--- src/rtl/mips_multicycle_io.sv ---
// mips_multicycle_io: multicycle MIPS core with one unified memory port and a memory-mapped I/O window.
// Optional build macro MIPS_IO_HANDSHAKE_EN: I/O accesses stall until IOReady is seen at a clock edge.
module mips_multicycle_io #(
    parameter logic [31:0] RESET_PC = 32'h0000_3000,
    parameter logic [31:0] IO_BASE  = 32'h0000_7FF0,
    parameter int          IO_AW    = 4
) (
    input  logic             CLK,
    input  logic             RESET,
    output logic [31:0]      MemAddr,
    output logic [31:0]      MemWriteData,
    output logic             MemWriteEn,
    input  logic [31:0]      MemReadData,
    output logic [IO_AW-1:0] IOAddr,
    output logic [31:0]      IOWriteData,
    output logic             IOWriteEn,
    output logic             IOReadEn,
    input  logic [31:0]      IOReadData,
    input  logic             IOReady,
    output logic             Halted
);
    localparam logic [5:0] OP_RTYPE = 6'h00;
    localparam logic [5:0] OP_J     = 6'h02;
    localparam logic [5:0] OP_BEQ   = 6'h04;
    localparam logic [5:0] OP_ADDI  = 6'h08;
    localparam logic [5:0] OP_LW    = 6'h23;
    localparam logic [5:0] OP_SW    = 6'h2B;

    typedef enum logic [3:0] {
        S_FETCH, S_DECODE, S_MEMADR, S_MEMREAD, S_MEMWB, S_MEMWRITE,
        S_EXECUTE, S_ALUWB, S_ADDIEX, S_ADDIWB, S_BRANCH, S_JUMP, S_HALT
    } state_t;

    state_t      state_reg, state_next;
    logic [31:0] pc_reg, ir_reg, a_reg, b_reg, alu_out_reg, mdr_reg;
    logic [31:0] rf [0:31];

    logic [5:0]  opcode, funct;
    logic [4:0]  rs, rt, rd;
    logic [31:0] sign_imm, rs_val, rt_val, alu_result;
    logic        funct_ok, io_hit, io_wait;
    logic        rf_we;
    logic [4:0]  rf_waddr;
    logic [31:0] rf_wdata;

    assign opcode   = ir_reg[31:26];
    assign rs       = ir_reg[25:21];
    assign rt       = ir_reg[20:16];
    assign rd       = ir_reg[15:11];
    assign funct    = ir_reg[5:0];
    assign sign_imm = {{16{ir_reg[15]}}, ir_reg[15:0]};
    assign rs_val   = (rs == 5'd0) ? 32'd0 : rf[rs];
    assign rt_val   = (rt == 5'd0) ? 32'd0 : rf[rt];
    assign io_hit   = (alu_out_reg[31:IO_AW] == IO_BASE[31:IO_AW]);

`ifdef MIPS_IO_HANDSHAKE_EN
    assign io_wait = io_hit && !IOReady;
`else
    logic unused_io_ready;
    assign unused_io_ready = IOReady;
    assign io_wait         = 1'b0;
`endif

    always_comb begin
        funct_ok   = 1'b1;
        alu_result = 32'd0;
        case (funct)
            6'h20:   alu_result = a_reg + b_reg;
            6'h22:   alu_result = a_reg - b_reg;
            6'h24:   alu_result = a_reg & b_reg;
            6'h25:   alu_result = a_reg | b_reg;
            6'h2A:   alu_result = {31'd0, $signed(a_reg) < $signed(b_reg)};
            default: funct_ok = 1'b0;
        endcase
    end

    always_ff @(posedge CLK or posedge RESET) begin
        if (RESET) state_reg <= S_FETCH;
        else       state_reg <= state_next;
    end

    always_comb begin
        state_next = state_reg;
        case (state_reg)
            S_FETCH:    state_next = S_DECODE;
            S_DECODE: begin
                case (opcode)
                    OP_RTYPE:     state_next = funct_ok ? S_EXECUTE : S_HALT;
                    OP_LW, OP_SW: state_next = S_MEMADR;
                    OP_BEQ:       state_next = S_BRANCH;
                    OP_ADDI:      state_next = S_ADDIEX;
                    OP_J:         state_next = S_JUMP;
                    default:      state_next = S_HALT;
                endcase
            end
            S_MEMADR:   state_next = (opcode == OP_LW) ? S_MEMREAD : S_MEMWRITE;
            S_MEMREAD:  state_next = io_wait ? S_MEMREAD : S_MEMWB;
            S_MEMWRITE: state_next = io_wait ? S_MEMWRITE : S_FETCH;
            S_EXECUTE:  state_next = S_ALUWB;
            S_ADDIEX:   state_next = S_ADDIWB;
            S_HALT:     state_next = S_HALT;
            default:    state_next = S_FETCH;
        endcase
    end

    always_comb begin
        MemAddr    = (state_reg == S_FETCH) ? pc_reg : alu_out_reg;
        MemWriteEn = (state_reg == S_MEMWRITE) && !io_hit;
        IOWriteEn  = (state_reg == S_MEMWRITE) && io_hit;
        IOReadEn   = (state_reg == S_MEMREAD) && io_hit;
        Halted     = (state_reg == S_HALT);
        rf_we      = 1'b0;
        rf_waddr   = rt;
        rf_wdata   = alu_out_reg;
        case (state_reg)
            S_MEMWB:  begin rf_we = 1'b1; rf_wdata = mdr_reg; end
            S_ALUWB:  begin rf_we = 1'b1; rf_waddr = rd; end
            S_ADDIWB: rf_we = 1'b1;
            default:  rf_we = 1'b0;
        endcase
    end

    assign MemWriteData = b_reg;
    assign IOWriteData  = b_reg;
    assign IOAddr       = MemAddr[IO_AW-1:0];

    // DECODE precomputes the branch target; PC already points at the next instruction.
    always_ff @(posedge CLK or posedge RESET) begin
        if (RESET) begin
            pc_reg      <= RESET_PC;
            ir_reg      <= 32'd0;
            a_reg       <= 32'd0;
            b_reg       <= 32'd0;
            alu_out_reg <= 32'd0;
            mdr_reg     <= 32'd0;
        end else begin
            case (state_reg)
                S_FETCH: begin
                    ir_reg <= MemReadData;
                    pc_reg <= pc_reg + 32'd4;
                end
                S_DECODE: begin
                    a_reg       <= rs_val;
                    b_reg       <= rt_val;
                    alu_out_reg <= pc_reg + {sign_imm[29:0], 2'b00};
                end
                S_MEMADR, S_ADDIEX: alu_out_reg <= a_reg + sign_imm;
                S_MEMREAD: mdr_reg <= io_hit ? IOReadData : MemReadData;
                S_EXECUTE: alu_out_reg <= alu_result;
                S_BRANCH:  if (a_reg == b_reg) pc_reg <= alu_out_reg;
                S_JUMP:    pc_reg <= {pc_reg[31:28], ir_reg[25:0], 2'b00};
                default:   ;
            endcase
        end
    end

    // The write state is cleared asynchronously by RESET, so an aborted instruction never commits.
    always_ff @(posedge CLK) begin
        if (rf_we && rf_waddr != 5'd0) rf[rf_waddr] <= rf_wdata;
    end
endmodule

--- config.mk ---
export PLATFORM = sky130hd
export DESIGN_NAME = mips_multicycle_io
export DESIGN_NICKNAME = d
export VERILOG_FILES = /design/src/rtl/mips_multicycle_io.sv
export SDC_FILE = /design/constraint.sdc
export NUM_CORES = 2
export LEC_CHECK = 0
export ABC_AREA = 0
export ABC_CLOCK_PERIOD_IN_PS = 7000
export CAP_MARGIN = 20
export CELL_PAD_IN_SITES_DETAIL_PLACEMENT = 1
export CELL_PAD_IN_SITES_GLOBAL_PLACEMENT = 1
export CORE_MARGIN = 10
export CORE_UTILIZATION = 55
export DETAILED_ROUTE_END_ITERATION = 16
export DONT_BUFFER_PORTS = 1
export GPL_TIMING_DRIVEN = 0
export PLACE_DENSITY_LB_ADDON = 0.1
export SLEW_MARGIN = 40
export SYNTH_ARGS = -nofsm -noshare
export SYNTH_HDL_FRONTEND = slang
export SYNTH_SLANG_ARGS = --single-unit
--- constraint.sdc ---
create_clock -name CLK -period 7 [get_ports CLK]
set_input_delay 1.05 -clock CLK [delete_from_list [all_inputs] [get_ports CLK]]
set_output_delay 1.05 -clock CLK [all_outputs]
set_load 0.005 [all_outputs]
==> flow_summary_export.csv <==
group,metric,value,unit
power_and_ir_drop,peakVddDrop,319.2,uV
sta,final-setup-viol-count,0,
drt,postRouteAntennaNets,0,
outcome,status,"finished, final reports clean",
placement,port_buffers,0,
drt,avgRoutedWirePerCell,44.06,um
critical_path,ff2ff_setup_slack,1.97,ns
floorplan,rows,125,
logic_synthesis,synthFlopType,"edfxtp_1",
critical_path,critPathMaxStageDelay,0.83,ns
job,max_cap_viol_count,0,
sta,relSlewSlack,0.3390,
logic_synthesis,seq_area_frac_synth,0.5539,
drt,drtIter0Drc,7249,
floorplan,initial_core_util,0.5540,
critical_path,r2r_cells,10,
critical_path,worstSetupStartpointType,"flip-flop",
sta,min_period,5.026,ns
power_and_ir_drop,p_leak,24.80,nW
global_routing,antenna_found_initial,17,
layout,syn_to_final_growth,13.31,%
placement,dp_hpwl,187700,um
clocking,clkSinkCount,1220,
critical_path,endpoint,"pc_reg[30]",
critical_path,crit_type,"reg2reg",
logic_synthesis,synth.distinct_cells,99,
floorplan,dieArea,0.1311,mm2
power_and_ir_drop,pwr-share-seq,0.281,
logic_synthesis,synth_top_family_by_area,"multiplexers",
global_routing,grt_pass1_vias,46560,
sta,setup_tns,0,ns
critical_path,crit_family,"simple AND/OR/NAND/NOR gates",
power_and_ir_drop,netSwitchingPower,0.01778,W
power_and_ir_drop,p_int,0.02155,W
critical_path,cpMaxStageDelayCell,"nor4_2",
hold_path,worstHoldPathType,"in2async",
clocking,cts-buffers-inserted,134,
floorplan,ioPinCount,171,
logic_synthesis,syn-cell-area,0.06438,mm2
critical_path,cp.buffers_inverters,1,
layout,nets,4546,
logic_synthesis,synth.avg_cell_area,15.91,um2
placement,place.gp.congestion,0.9862,
logic_synthesis,synthMuxAreaShare,0.2561,
power_and_ir_drop,power_frac_comb,0.538,
sta,fmaxAchievable,199.0,MHz
drt,via_count,44940,
global_routing,overflow,0,
critical_path,crit_chain,"inv_1 -> ha_1 -> nor4_2 -> nand3_1 -> nor3_1 -> nand4_1 -> nand2_1 -> nand2_1 -> o21ai_0 -> o21ai_0",
clocking,ctsResizeCount,0,
floorplan,design.core.area,0.1162,mm2
clocking,postCtsHoldBufs,0,
logic_synthesis,ys_async_sr_fraction,0.1607,
sta,fin_crit_sh,0.7180,
logic_synthesis,synth_fa_ha_area_frac,0.03390,
drt,via_per_inst,7.558,
clocking,cts_tree,"done",
drt,met3_length,31950,um
logic_synthesis,synth_xor_xnor_area_share,0.01129,
floorplan,die_w,362.1,um
critical_path,timing.rr.start,"IOWriteData[15]",
drt,first_pass_iters,6,
global_routing,grt_max_degree,78,
power_and_ir_drop,p_per_area,539.2,mW/mm2
clocking,path_clk_slew,0.06,ns
drt,wl_met2,121800,um
clocking,cts_setup_buffers,0,
sta,hold_viol_final,0,
floorplan,die_height,362.1,um
sta,tightest_slew,0.9915,ns
sta,maxSlewViolCount,0,
sta,timing.hold.ws,0.1206,ns
sta,rsz0062_at_grt,"false",
layout,drive_above_1_share,0.2981,
drt,drc_errors,0,
global_routing,grt_pass1_wl,365300,um
sta,fin_worst_skew,0.05273,ns
critical_path,critPathArrivalTime,5.65,ns
drt,wirelength,262000,um
power_and_ir_drop,pwr-share-clk,0.180,
critical_path,crit_start,"IOWriteData[15]",
layout,largest_reg_flops,1024,
logic_synthesis,yosys.area_share.simple,0.04284,
critical_path,cp_max_fo,9,
drt,m1WireLength,87140,um
layout,top_register,"rf",
clocking,worstSkewPairLatency,0.82,ns
global_routing,track_usage,0.3983,
power_and_ir_drop,power,0.03933,W
critical_path,r2r-end,"pc_reg[30]",
critical_path,worstPathRequired,7.62,ns
power_and_ir_drop,switching_share,0.4520,
drt,top_layer,"met5",
clocking,cts-root-buf,"clkbuf_16",
logic_synthesis,synthCells,4046,
critical_path,cp.depth,10,
clocking,cts_max_level,4,
logic_synthesis,synth-edff-count,1024,
logic_synthesis,yosys_warnings,0,
critical_path,cp-end-kind,"flip-flop",
logic_synthesis,synth_compound_area_frac,0.07152,
clocking,cts.path.max_buffers,3,
logic_synthesis,synth_seq_cells,1220,
[logic make-up (layout without fill, tap and decap cells)]
group / Yosys count / after routing
multiplexers: 836 / 836
buffers and inverters: 430 / 768
XOR/XNOR: 83 / 83
other: 1 / 39
AO/OA/AOI/OAI: 717 / 717
adder cells (fa/ha/maj): 172 / 172
AND/OR/NAND/NOR: 587 / 587
flip-flops: 1220 / 1220
[stage by stage]
stage	area (um2)	instances	utilization	worst slack [ns]
6_report	72940	5946	0.6277	1.974
5_1_grt	72940	5944	0.6277	2.001
4_1_cts	72870	5937	0.6271	1.961
3_5_place_dp	68580	5693	0.5901	1.995
3_3_place_gp	66400	5601	0.5714	-2.785
2_1_floorplan	64490	4077	-	0.6127
[power groups by stage]
stage               registers [W]  clock network [W]  logic, W
floorplan                  0.0105                  0    0.0129
detailed placement         0.0111                  0    0.0202
global placement           0.0111                  0    0.0194
CTS                        0.0110            0.00708    0.0205
finish                     0.0111            0.00709    0.0212
global route               0.0111            0.00737    0.0219
[cell usage in the layout (no fill, tap or decap), drive strengths merged, types with 53 or more instances in the layout]
master,count
mux4,640
a21oi,200
o22ai,98
xnor2,54
dfrtp,194
nor2,232
mux2,91
ha,168
mux2i,105
inv,135
clkinv,53
nand2,126
edfxtp,1024
clkbuf,355
o21ai,169
buf,211
[area by class of cell]
cell class | count | area [um2]
antenna | 7 | 17.52
buffer | 304 | 1644
clock buffer | 168 | 3511
clock inverter | 76 | 785.8
fill | 10370 | 43260
inverter | 126 | 480.5
multi-input combinational | 2427 | 27220
sequential | 1220 | 35660
tap | 1524 | 1907
timing repair buffer | 94 | 1722
[cells in the mapped netlist, types with 5 or more instances]
| cell | number | area (um2) |
|---|---|---|
| edfxtp_1 | 1024 | 30750 |
| mux4_2 | 640 | 14410 |
| nor2_1 | 232 | 870.8 |
| a21oi_1 | 199 | 996.0 |
| dfrtp_1 | 194 | 4855 |
| clkbuf_1 | 169 | 634.4 |
| ha_1 | 168 | 2102 |
| o21ai_0 | 161 | 805.8 |
| nand2_1 | 126 | 473.0 |
| inv_1 | 124 | 465.5 |
| mux2i_1 | 105 | 1051 |
| o22ai_1 | 98 | 613.1 |
| mux2_2 | 91 | 1025 |
| xnor2_1 | 54 | 473.0 |
| buf_1 | 51 | 191.4 |
| nor3_1 | 47 | 235.2 |
| nand3_1 | 37 | 185.2 |
| buf_4 | 36 | 270.3 |
| a21o_1 | 31 | 232.7 |
| xor2_1 | 29 | 254.0 |
| a221oi_1 | 28 | 245.2 |
| buf_2 | 28 | 140.1 |
| a211oi_1 | 23 | 172.7 |
| a31oi_1 | 23 | 143.9 |
| nor4_1 | 21 | 131.4 |
| and3_1 | 19 | 118.9 |
| nand4_1 | 18 | 112.6 |
| nand2b_1 | 17 | 106.4 |
| o21bai_1 | 16 | 120.1 |
| o211ai_1 | 15 | 112.6 |
| clkbuf_8 | 14 | 192.7 |
| o21a_1 | 14 | 105.1 |
| and2_1 | 12 | 75.07 |
| or3_1 | 12 | 75.07 |
| o31ai_1 | 10 | 75.07 |
| nor2b_1 | 9 | 56.30 |
| o221ai_1 | 9 | 78.83 |
| a222oi_1 | 8 | 80.08 |
| nor3b_1 | 7 | 52.55 |
| o21ai_1 | 7 | 35.03 |
| a22oi_1 | 6 | 45.04 |
| o31a_1 | 5 | 43.79 |
| o32a_1 | 5 | 50.05 |
[routing by layer]
| metal | up-vias | GRT usage |
|---|---|---|
| li1 | 17030 | - |
| met1 | 23140 | 0.4786 |
| met2 | 3774 | 0.6225 |
| met3 | 990 | 0.1189 |
| met4 | 14 | 0.2673 |
| met5 | - | 0 |
[how the worst min path moves through the flow]
stage and end:
2_1_floorplan pc_reg[0], 6_report pc_reg[1], 3_5_place_dp mdr_reg[26], 4_1_cts mdr_reg[2]
5_1_grt ir_reg[1], 3_3_place_gp mdr_reg[24]
Power figures use the tool's default switching activity.
